**src/rtl/regfile_pkg.sv**
```systemverilog
// Shared defaults, helpers and types for the pipelined integer register file.
package regfile_pkg;

  localparam int          XLEN_DEFAULT     = 32;
  localparam int          NREGS_DEFAULT    = 32;
  localparam int          SP_INDEX_DEFAULT = 2;
  localparam logic [31:0] SP_RESET_DEFAULT = 32'h0000_00F8;

  // Ceiling log2, usable in parameter expressions (value >= 1).
  function automatic int clog2(input int value);
    int result;
    result = 0;
    for (int i = 0; i < 31; i++) begin
      if ((1 << i) < value) begin
        result = i + 1;
      end
    end
    return result;
  endfunction

  typedef logic [clog2(NREGS_DEFAULT)-1:0] reg_addr_t;

endpackage

```
**src/rtl/regfile_scoreboard.sv**
```systemverilog
// Per-register busy scoreboard: reserve at issue, clear at writeback,
// flush on redirect, with a registered count of busy registers.
module regfile_scoreboard
  import regfile_pkg::*;
#(
  parameter int NREGS = NREGS_DEFAULT,
  localparam int AW   = clog2(NREGS)
) (
  input  logic             clock,
  input  logic             reset,
  input  logic             rsv_en,
  input  logic [AW-1:0]    rsv_addr,
  input  logic             flush,
  input  logic             wr_en,
  input  logic [AW-1:0]    wr_addr,
  output logic [NREGS-1:0] busy,
  output logic [AW:0]      busy_count
);

  logic [NREGS-1:0] busy_reg;
  logic [NREGS-1:0] busy_next;
  logic [AW:0]      count_reg;
  logic [AW:0]      count_next;

  // Next busy vector; later assignments win, so the lowest priority comes first.
  always_comb begin
    busy_next = busy_reg;
    if (wr_en) begin
      busy_next[wr_addr] = 1'b0;
    end
    if (flush) begin
      busy_next = '0;
    end
    if (rsv_en) begin
      busy_next[rsv_addr] = 1'b1;
    end
    // r0 is hardwired to zero and can never be outstanding.
    busy_next[0] = 1'b0;
  end

  // Popcount of the post-edge vector so the count is registered alongside it.
  always_comb begin
    count_next = '0;
    for (int i = 0; i < NREGS; i++) begin
      count_next = count_next + (AW+1)'(busy_next[i]);
    end
  end

  // Busy vector and count state.
  always_ff @(posedge clock or posedge reset) begin
    if (reset) begin
      busy_reg  <= '0;
      count_reg <= '0;
    end else begin
      busy_reg  <= busy_next;
      count_reg <= count_next;
    end
  end

  assign busy       = busy_reg;
  assign busy_count = count_reg;

endmodule

```
**src/rtl/pipe_register_file.sv**
```systemverilog
// Integer register file for the pipelined core: registered read ports with
// write-first bypass, busy scoreboard and a one-cycle debug read port.
module pipe_register_file
  import regfile_pkg::*;
#(
  parameter int              XLEN     = XLEN_DEFAULT,
  parameter int              NREGS    = NREGS_DEFAULT,
  parameter int              NUM_READ = 2,
  parameter int              SP_INDEX = SP_INDEX_DEFAULT,
  parameter logic [XLEN-1:0] SP_RESET = XLEN'(SP_RESET_DEFAULT),
  localparam int             AW       = clog2(NREGS)
) (
  input  logic                     clock,
  input  logic                     reset,
  input  logic [NUM_READ*AW-1:0]   rd_addr,
  output logic [NUM_READ*XLEN-1:0] rd_data,
  output logic [NUM_READ-1:0]      rd_busy,
  input  logic                     wr_en,
  input  logic [AW-1:0]            wr_addr,
  input  logic [XLEN-1:0]          wr_data,
  input  logic                     rsv_en,
  input  logic [AW-1:0]            rsv_addr,
  input  logic                     flush,
  output logic [AW:0]              busy_count,
  input  logic                     dbg_req,
  input  logic [AW-1:0]            dbg_addr,
  output logic                     dbg_valid,
  output logic [XLEN-1:0]          dbg_data
);

  logic [XLEN-1:0]  regs [NREGS];
  logic [NREGS-1:0] busy;
  logic             wr_live;

  // Writes to r0 are dropped everywhere, including the bypass paths.
  assign wr_live = wr_en && (wr_addr != '0);

  regfile_scoreboard #(
    .NREGS(NREGS)
  ) u_scoreboard (
    .clock      (clock),
    .reset      (reset),
    .rsv_en     (rsv_en),
    .rsv_addr   (rsv_addr),
    .flush      (flush),
    .wr_en      (wr_en),
    .wr_addr    (wr_addr),
    .busy       (busy),
    .busy_count (busy_count)
  );

  // Register storage; reset loads the stack pointer, everything else is zero.
  always_ff @(posedge clock or posedge reset) begin
    if (reset) begin
      for (int i = 0; i < NREGS; i++) begin
        regs[i] <= (i == SP_INDEX) ? SP_RESET : '0;
      end
    end else if (wr_live) begin
      regs[wr_addr] <= wr_data;
    end
  end

  genvar gi;
  generate
    for (gi = 0; gi < NUM_READ; gi++) begin : g_read
      logic [AW-1:0]   addr;
      logic [XLEN-1:0] data_next;
      logic [XLEN-1:0] data_reg;
      logic            busy_next;
      logic            busy_reg;

      assign addr = rd_addr[gi*AW +: AW];

      // Read value with write-first bypass, and the addressed busy bit as it
      // will be after this edge (same priority as the scoreboard).
      always_comb begin
        data_next = regs[addr];
        if (wr_live && (wr_addr == addr)) begin
          data_next = wr_data;
        end
        if (addr == '0) begin
          data_next = '0;
        end
        busy_next = busy[addr];
        if (wr_en && (wr_addr == addr)) begin
          busy_next = 1'b0;
        end
        if (flush) begin
          busy_next = 1'b0;
        end
        if (rsv_en && (rsv_addr == addr)) begin
          busy_next = 1'b1;
        end
        if (addr == '0) begin
          busy_next = 1'b0;
        end
      end

      // Registered read port outputs.
      always_ff @(posedge clock or posedge reset) begin
        if (reset) begin
          data_reg <= '0;
          busy_reg <= 1'b0;
        end else begin
          data_reg <= data_next;
          busy_reg <= busy_next;
        end
      end

      assign rd_data[gi*XLEN +: XLEN] = data_reg;
      assign rd_busy[gi]              = busy_reg;
    end
  endgenerate

  logic [XLEN-1:0] dbg_data_next;
  logic [XLEN-1:0] dbg_data_reg;
  logic            dbg_valid_reg;

  // Debug read value, bypassed the same way as the normal read ports.
  always_comb begin
    dbg_data_next = regs[dbg_addr];
    if (wr_live && (wr_addr == dbg_addr)) begin
      dbg_data_next = wr_data;
    end
    if (dbg_addr == '0) begin
      dbg_data_next = '0;
    end
  end

  // Debug response: valid pulses for one cycle per request, data is held.
  always_ff @(posedge clock or posedge reset) begin
    if (reset) begin
      dbg_valid_reg <= 1'b0;
      dbg_data_reg  <= '0;
    end else begin
      dbg_valid_reg <= dbg_req;
      if (dbg_req) begin
        dbg_data_reg <= dbg_data_next;
      end
    end
  end

  assign dbg_valid = dbg_valid_reg;
  assign dbg_data  = dbg_data_reg;

endmodule

```
**config.mk**
```make
export PLATFORM = sky130hd
export DESIGN_NAME = pipe_register_file
export DESIGN_NICKNAME = d
export VERILOG_FILES = /design/src/rtl/regfile_pkg.sv /design/src/rtl/regfile_scoreboard.sv /design/src/rtl/pipe_register_file.sv
export SDC_FILE = /design/constraint.sdc
export NUM_CORES = 2
export LEC_CHECK = 0
export CORE_ASPECT_RATIO = 0.75
export CORE_MARGIN = 2
export CORE_UTILIZATION = 48
export CTS_BUF_LIST = sky130_fd_sc_hd__clkbuf_8
export DETAILED_ROUTE_END_ITERATION = 8
export GPL_ROUTABILITY_DRIVEN = 1
export PLACE_DENSITY_LB_ADDON = 0.1
export SLEW_MARGIN = 20
export SYNTH_ARGS = -nofsm -noshare
export SYNTH_HDL_FRONTEND = slang
export SYNTH_SLANG_ARGS = --single-unit
export TNS_END_PERCENT = 100
```
**constraint.sdc**
```tcl
create_clock -name clock -period 52.9 [get_ports clock]
set_input_delay 7.935 -clock clock [delete_from_list [all_inputs] [get_ports clock]]
set_output_delay 7.935 -clock clock [all_outputs]
set_load 0.03 [all_outputs]
```
Word level (Yosys, flattened, before mapping)
Cells that the tools add are included.
Storage, ports and cells
  input port bits: 63
  output and inout port bits: 105
  logic and storage cells: 145
  register bits: 1160
Cells by class
  equal/unequal tests: 5
  reductions and logical operators: 15
  $add $sub $neg: 30
  multiplexer cells: 37
  bitwise logic cells: 7
  $lt $le $gt $ge: 11
Operator list (count)
  $bwmux 1024: 1
  $mux 32: 16
  $bmux 32 s5: 3
  $add 6x1->6: 29
  $demux 32 s5: 1
  $and 32x32->32: 1
  $not 32->32: 1
  $or 32x32->32: 1
  $eq 5x5->1: 5
  $ge 6x6->1 const B: 4
  $lt 5x6->1 const B: 4
  $not 5->6: 4
  $logic_not 5->1: 3
  $mux 1: 12
  $logic_and 1x1->1: 11
  $bmux 1 s5: 2
  $demux 1 s5: 2
  $ge 5x1->1 const B: 2
  $lt 6x1->1 const B: 1
  $reduce_bool 5->1: 1
  $add 1x1->2: 1

Logic depth before layout (Yosys ltp)
  depth in word-level cells: 40
  gate-level depth with buffers: 24
  gate-level depth less buffers: 22

Modules after synthesis
From an unflattened synthesis, not the netlist that was laid out.
Unflattened totals
  cell total of the unflattened synthesis: 4623
  area, all modules: 69181.4 sq um
By module, submodules not included
  pipe_register_file: seq. area each 28108.2 sq um, cells each 4387, instances 1, area each 66757.8 sq um
  regfile_scoreboard: seq. area each 925.9 sq um, cells each 236, instances 1, area each 2423.6 sq um

Least setup slack after synthesis
No wires, ideal clock.
  path kind: input to register
  start point: input wr_addr[1]
  end point: register u_scoreboard.count_reg[4] (netlist: u_scoreboard.busy_count[4])
  cell stages on the path: 24
  data arrival time: 13.348 ns
  data required time: 52.777 ns
  path buffers: 3
  path slack: 39.429 ns
  library setup time: 0.123 ns
  cells stage by stage: clkbuf_1 -> and3b_1 -> clkbuf_1 -> nand2_1 -> buf_1 -> a31o_2 -> ha_1 -> inv_1 -> fa_1 -> inv_1 -> fa_1 -> fa_1 -> fa_1 -> inv_1 -> fa_1 -> fa_1 -> inv_1 -> ha_1 -> inv_1 -> fa_1 -> inv_1 -> a21o_1 -> a21oi_1 -> xnor2_1
On the way
  longest elaborated chain between the ends: 40
  elaborated cells on any way between the ends: 41
  classes of those cells: 30 x add/sub; 2 x order compare; 5 x mux; 3 x bitwise; 1 x reduce/logical
Ends and longest elaborated chain
  start: declaration: RTL line pipe_register_file.sv:19  | input logic [AW-1:0] wr_addr,
  $lt 5x6->1 (implied by the code) or $ge 5x1->1 (tied branches): RTL line regfile_scoreboard.sv:29  | busy_next[wr_addr] = 1'b0;
  $logic_and 1x1->1 (implied by the code): RTL line regfile_scoreboard.sv:29
  $mux 1 (implied by the code): RTL line regfile_scoreboard.sv:29
  $demux 1 s5 *
  $not 32->32 (no line) *
  $and 32x32->32 (no line) *
  $mux 32 *: RTL line regfile_scoreboard.sv:28  | if (wr_en) begin
  $mux 32 *: RTL line regfile_scoreboard.sv:31  | if (flush) begin
  $or 32x32->32 (no line)
  $mux 32 *: RTL line regfile_scoreboard.sv:34  | if (rsv_en) begin
  via u_scoreboard.busy_next[2]: RTL line regfile_scoreboard.sv:21  | logic [NREGS-1:0] busy_next;
  $add 1x1->2 *: RTL line regfile_scoreboard.sv:45  | count_next = count_next + (AW+1)'(busy_next[i]);
  $add 6x1->6 * (29 in a row): RTL line regfile_scoreboard.sv:45
  via u_scoreboard.count_next[4]: RTL line regfile_scoreboard.sv:23  | logic [AW:0] count_next;
  end signal: assignment: RTL line regfile_scoreboard.sv:56  | count_reg <= count_next;
  end: declaration: RTL line regfile_scoreboard.sv:22  | logic [AW:0] count_reg;
The timed path passes the listed nets; every way through them passes the cells marked *.
A chain may end at the register's enable or synchronous reset.

Worst setup path after layout
  start point: input wr_addr[4]
  end point: register u_scoreboard.count_reg[4] (netlist: u_scoreboard.busy_count[4])
Same word-level chain as after synthesis.

==> metrics.md <==
| Metric | Value |
|---|---|
| Rel. slew slack | 18.6% |
| Async S/R FF share, synth | 100% |
| Routed via count | 45700 |
| Row cnt | 120 |
| Total Power | 2.76 mW |
| Mapped Area | 0.0690 sq mm |
| Worst-path fanout max | 33 |
| Critical path class | input pin to flop |
| Avg Inst Size Synth | 15.5 sq um |
| H-Tree Depth | 4 |
| Worst slew pin tran | 1.22 ns |
| Core area | 0.143 sq mm |
| Congestion Overflow GR | 0 |
| Syn_nets | 4559 |
| Flop pwr share | 44.1% |
| Final Cycle Share | 27.2% |
| Resize count post-CTS | 0 |
| Largest net degree at the start of global routing | 166 |
| Total negative slack | 0 ns |
| Number of global-route vias before repair | 45900 |
| Count of non-filler cells in the finished layout | 6475 |
| Vias/cell | 7.05 |
| Post-Syn Instances | 4464 |
| Clk slew on worst S/H paths | 0.06 ns |
| Die area | 0.147 sq mm |
| First-pass GRT wire length | 349 mm |
| HPWL after DPL | 133 mm |
| Clock Latency Late Sink | 0.96 ns |
| Routed WL per cell | 37.0 microns |
| Clock network power share | 30.8% |
| Slew Limit Fails | 0 |
| Reg2reg setup slack | 47.69 ns |
| Critical path data arrival time | 15.22 ns |
| Clk_skew | 0.0424 ns |
| Chip width | 442 microns |
| IO buf count | 167 |
| Fin. Hold Viols | 0 |
| Yosys top cell by area | dfrtp_1 |
| Drc violations | 0 |
| Clk sink count | 1160 |
| Register bit total from synthesis | 1160 |
| Yosys warns | 0 |
| Worst Hold Slack | 0.419 ns |
| # placed instances | 6116 |
| Total CTS buffers | 192 |
| CTS root buf | clkbuf_8 |
| Fin nets | 4514 |
| Post-Route WL | 239 mm |
| Setup Fix Bufs, Post-CTS | 0 |
| Initial antenna violation count | 15 |
| Initial Utilization | 48.3% |
| Layout cells sized above 1 | 52.4% |
| Synth unique cells | 61 |
| TritonRoute pass-1 iters | 5 |
| # setup viols final | 0 |
| Fmax | 0.0695 GHz |
| Antenna Nets Post-Route | 0 |
| Synth-to-Final Area Change | 9.83% |
| Commonest non-fill, non-tap cells in the layout | dfrtp_1, mux2_2, mux4_2 |
| Top Ports | 168 |
| MaxCap Viol Count | 0 |
| Commonest non-fill, non-tap cell in the layout | dfrtp_1 |
| Switching share of power | 30.6% |
| CTS tree | yes |
| Worst Setup End Kind | flop |
| Max FFs per register | 1024 |
| RSZ-0062 raised after global routing | false |
| Period minus WS final | 14.38 ns |
| Setup crit start kind | input pin |
| Max clock buf depth | 3 |
| Sequential area share after synthesis | 42.1% |
| Combinational share of power | 25.1% |
| Hold Crit Class | flop to flop |
| PwrDens | 36.4 mW/mm^2 |
| Outcome | finished clean |
| Hold Buf Count CTS | 0 |
| Share of the synthesized area in the top cell type | 41.9% |
| DRT iter0 DRCs | 5150 |
| Total leakage power | 31.7 nW |
| GP Congestion | 0.858 |
| Number of synthesized flops with an enable pin | 0 |
| Maximum vdd drop | 0.0268 mV |
| Die height | 332 microns |
| GR Util All Layers | 33.0% |
| Net Sw Power | 0.846 mW |
| Ys flop type | dfrtp_1 |
| Internal power | 1.92 mW |
| Top post-synthesis cells by area | dfrtp_1, mux4_2, mux2_2 |
| Final core area utilization | 53.1% |
| Worst Path Required | 53.74 ns |
final cells by class:
| cell class | count | area, sq um |
|---|---|---|
| antenna | 8 | 20.0 |
| fill | 11900 | 67000 |
| inverter | 133 | 508 |
| tap | 1891 | 2370 |
| clock buffer | 252 | 3470 |
| sequential | 1160 | 29000 |
| timing repair buffer | 284 | 2580 |
| clock inverter | 99 | 598 |
| multi-input combinational | 2648 | 37200 |
path summary, 6_finish.rpt:
check,startpoint,end,cells after the start
max reg2reg,u_scoreboard.busy[29],u_scoreboard.busy_count[4],19
max in group asynchronous,reset,g_read[1].data_reg[9],6
min,regs[999],regs[999],0
min in group asynchronous,reset,g_read[1].data_reg[28],2
min reg2reg,regs[999],regs[999],0
max,wr_addr[4],u_scoreboard.busy_count[4],22
Yosys cell counts, drive strengths merged, types with 5 or more instances:
master / n
nor3: 10
mux2i: 107
a221o: 61
o32ai: 12
nor2: 30
and3: 16
dfrtp: 1155
xor2: 6
mux2: 1000
o22a: 7
clkbuf: 254
o21a: 9
clkinv: 63
and2: 11
o31ai: 13
mux4: 889
nor2b: 34
o221ai: 20
a21oi: 32
ha: 9
buf: 269
nand3b: 12
dfstp: 5
nand3: 17
o21ai: 76
o22ai: 33
a211oi: 48
nor4: 5
nand2: 86
xnor2: 22
fa: 23
inv: 70
a221oi: 14
per-layer routing:
layer,global-route usage (%),up-vias,share of wire [%]
met2,46.8,2461,44
met3,10.9,466,10
met4,10.9,4,3.2
li1,-,17700,-
met1,47.9,25100,43
met5,0,-,0.011
critical path: stages:
cell and delay [ns]:
clkdlybuf4s50_1 0.71, nor3_1 0.88, nand2_4 0.79, a31o_2 0.54
ha_1 0.28, inv_1 0.05, fa_1 0.48, inv_1 0.05
fa_1 0.50, fa_1 0.44, fa_1 0.49, inv_1 0.05
fa_1 0.49, fa_1 0.41, inv_1 0.07, ha_1 0.17
inv_1 0.07, fa_1 0.45, inv_1 0.07, a21o_1 0.10
a21oi_1 0.07, xnor2_1 0.12
cells by family (layout without fill, tap and decap cells):
kind of cell,Yosys count,count (layout),share of synthesized area [%]
mux,1996,1996,46.9
flops,1160,1160,42.1
buf+inv,656,768,4.39
compound gates,348,348,3.69
simple gates,244,244,1.80
fa+ha+maj,32,32,0.830
xor+xnor,28,28,0.355
other cells,0,8,0
per-stage QoR:
| step | cell area, sq um | setup WS (ns) |
|---|---|---|
| 2_1_floorplan | 69000 | 12.30 |
| 3_3_place_gp | 71800 | 37.69 |
| 3_5_place_dp | 71800 | 37.62 |
| 4_1_cts | 75800 | 38.63 |
| 5_1_grt | 75800 | 38.31 |
| 6_report | 75800 | 38.52 |
power by group through the flow:
stage                     registers (mW)  clock network, mW  logic [mW]
after detailed placement            1.22                  0       0.691
after global routing                1.24              0.905       0.733
after global placement              1.22                  0       0.685
final                               1.22              0.850       0.693
after floorplan                     1.20                  0       0.505
after CTS                           1.21              0.864       0.694
No activity file was read; power rests on OpenSTA's default activity.
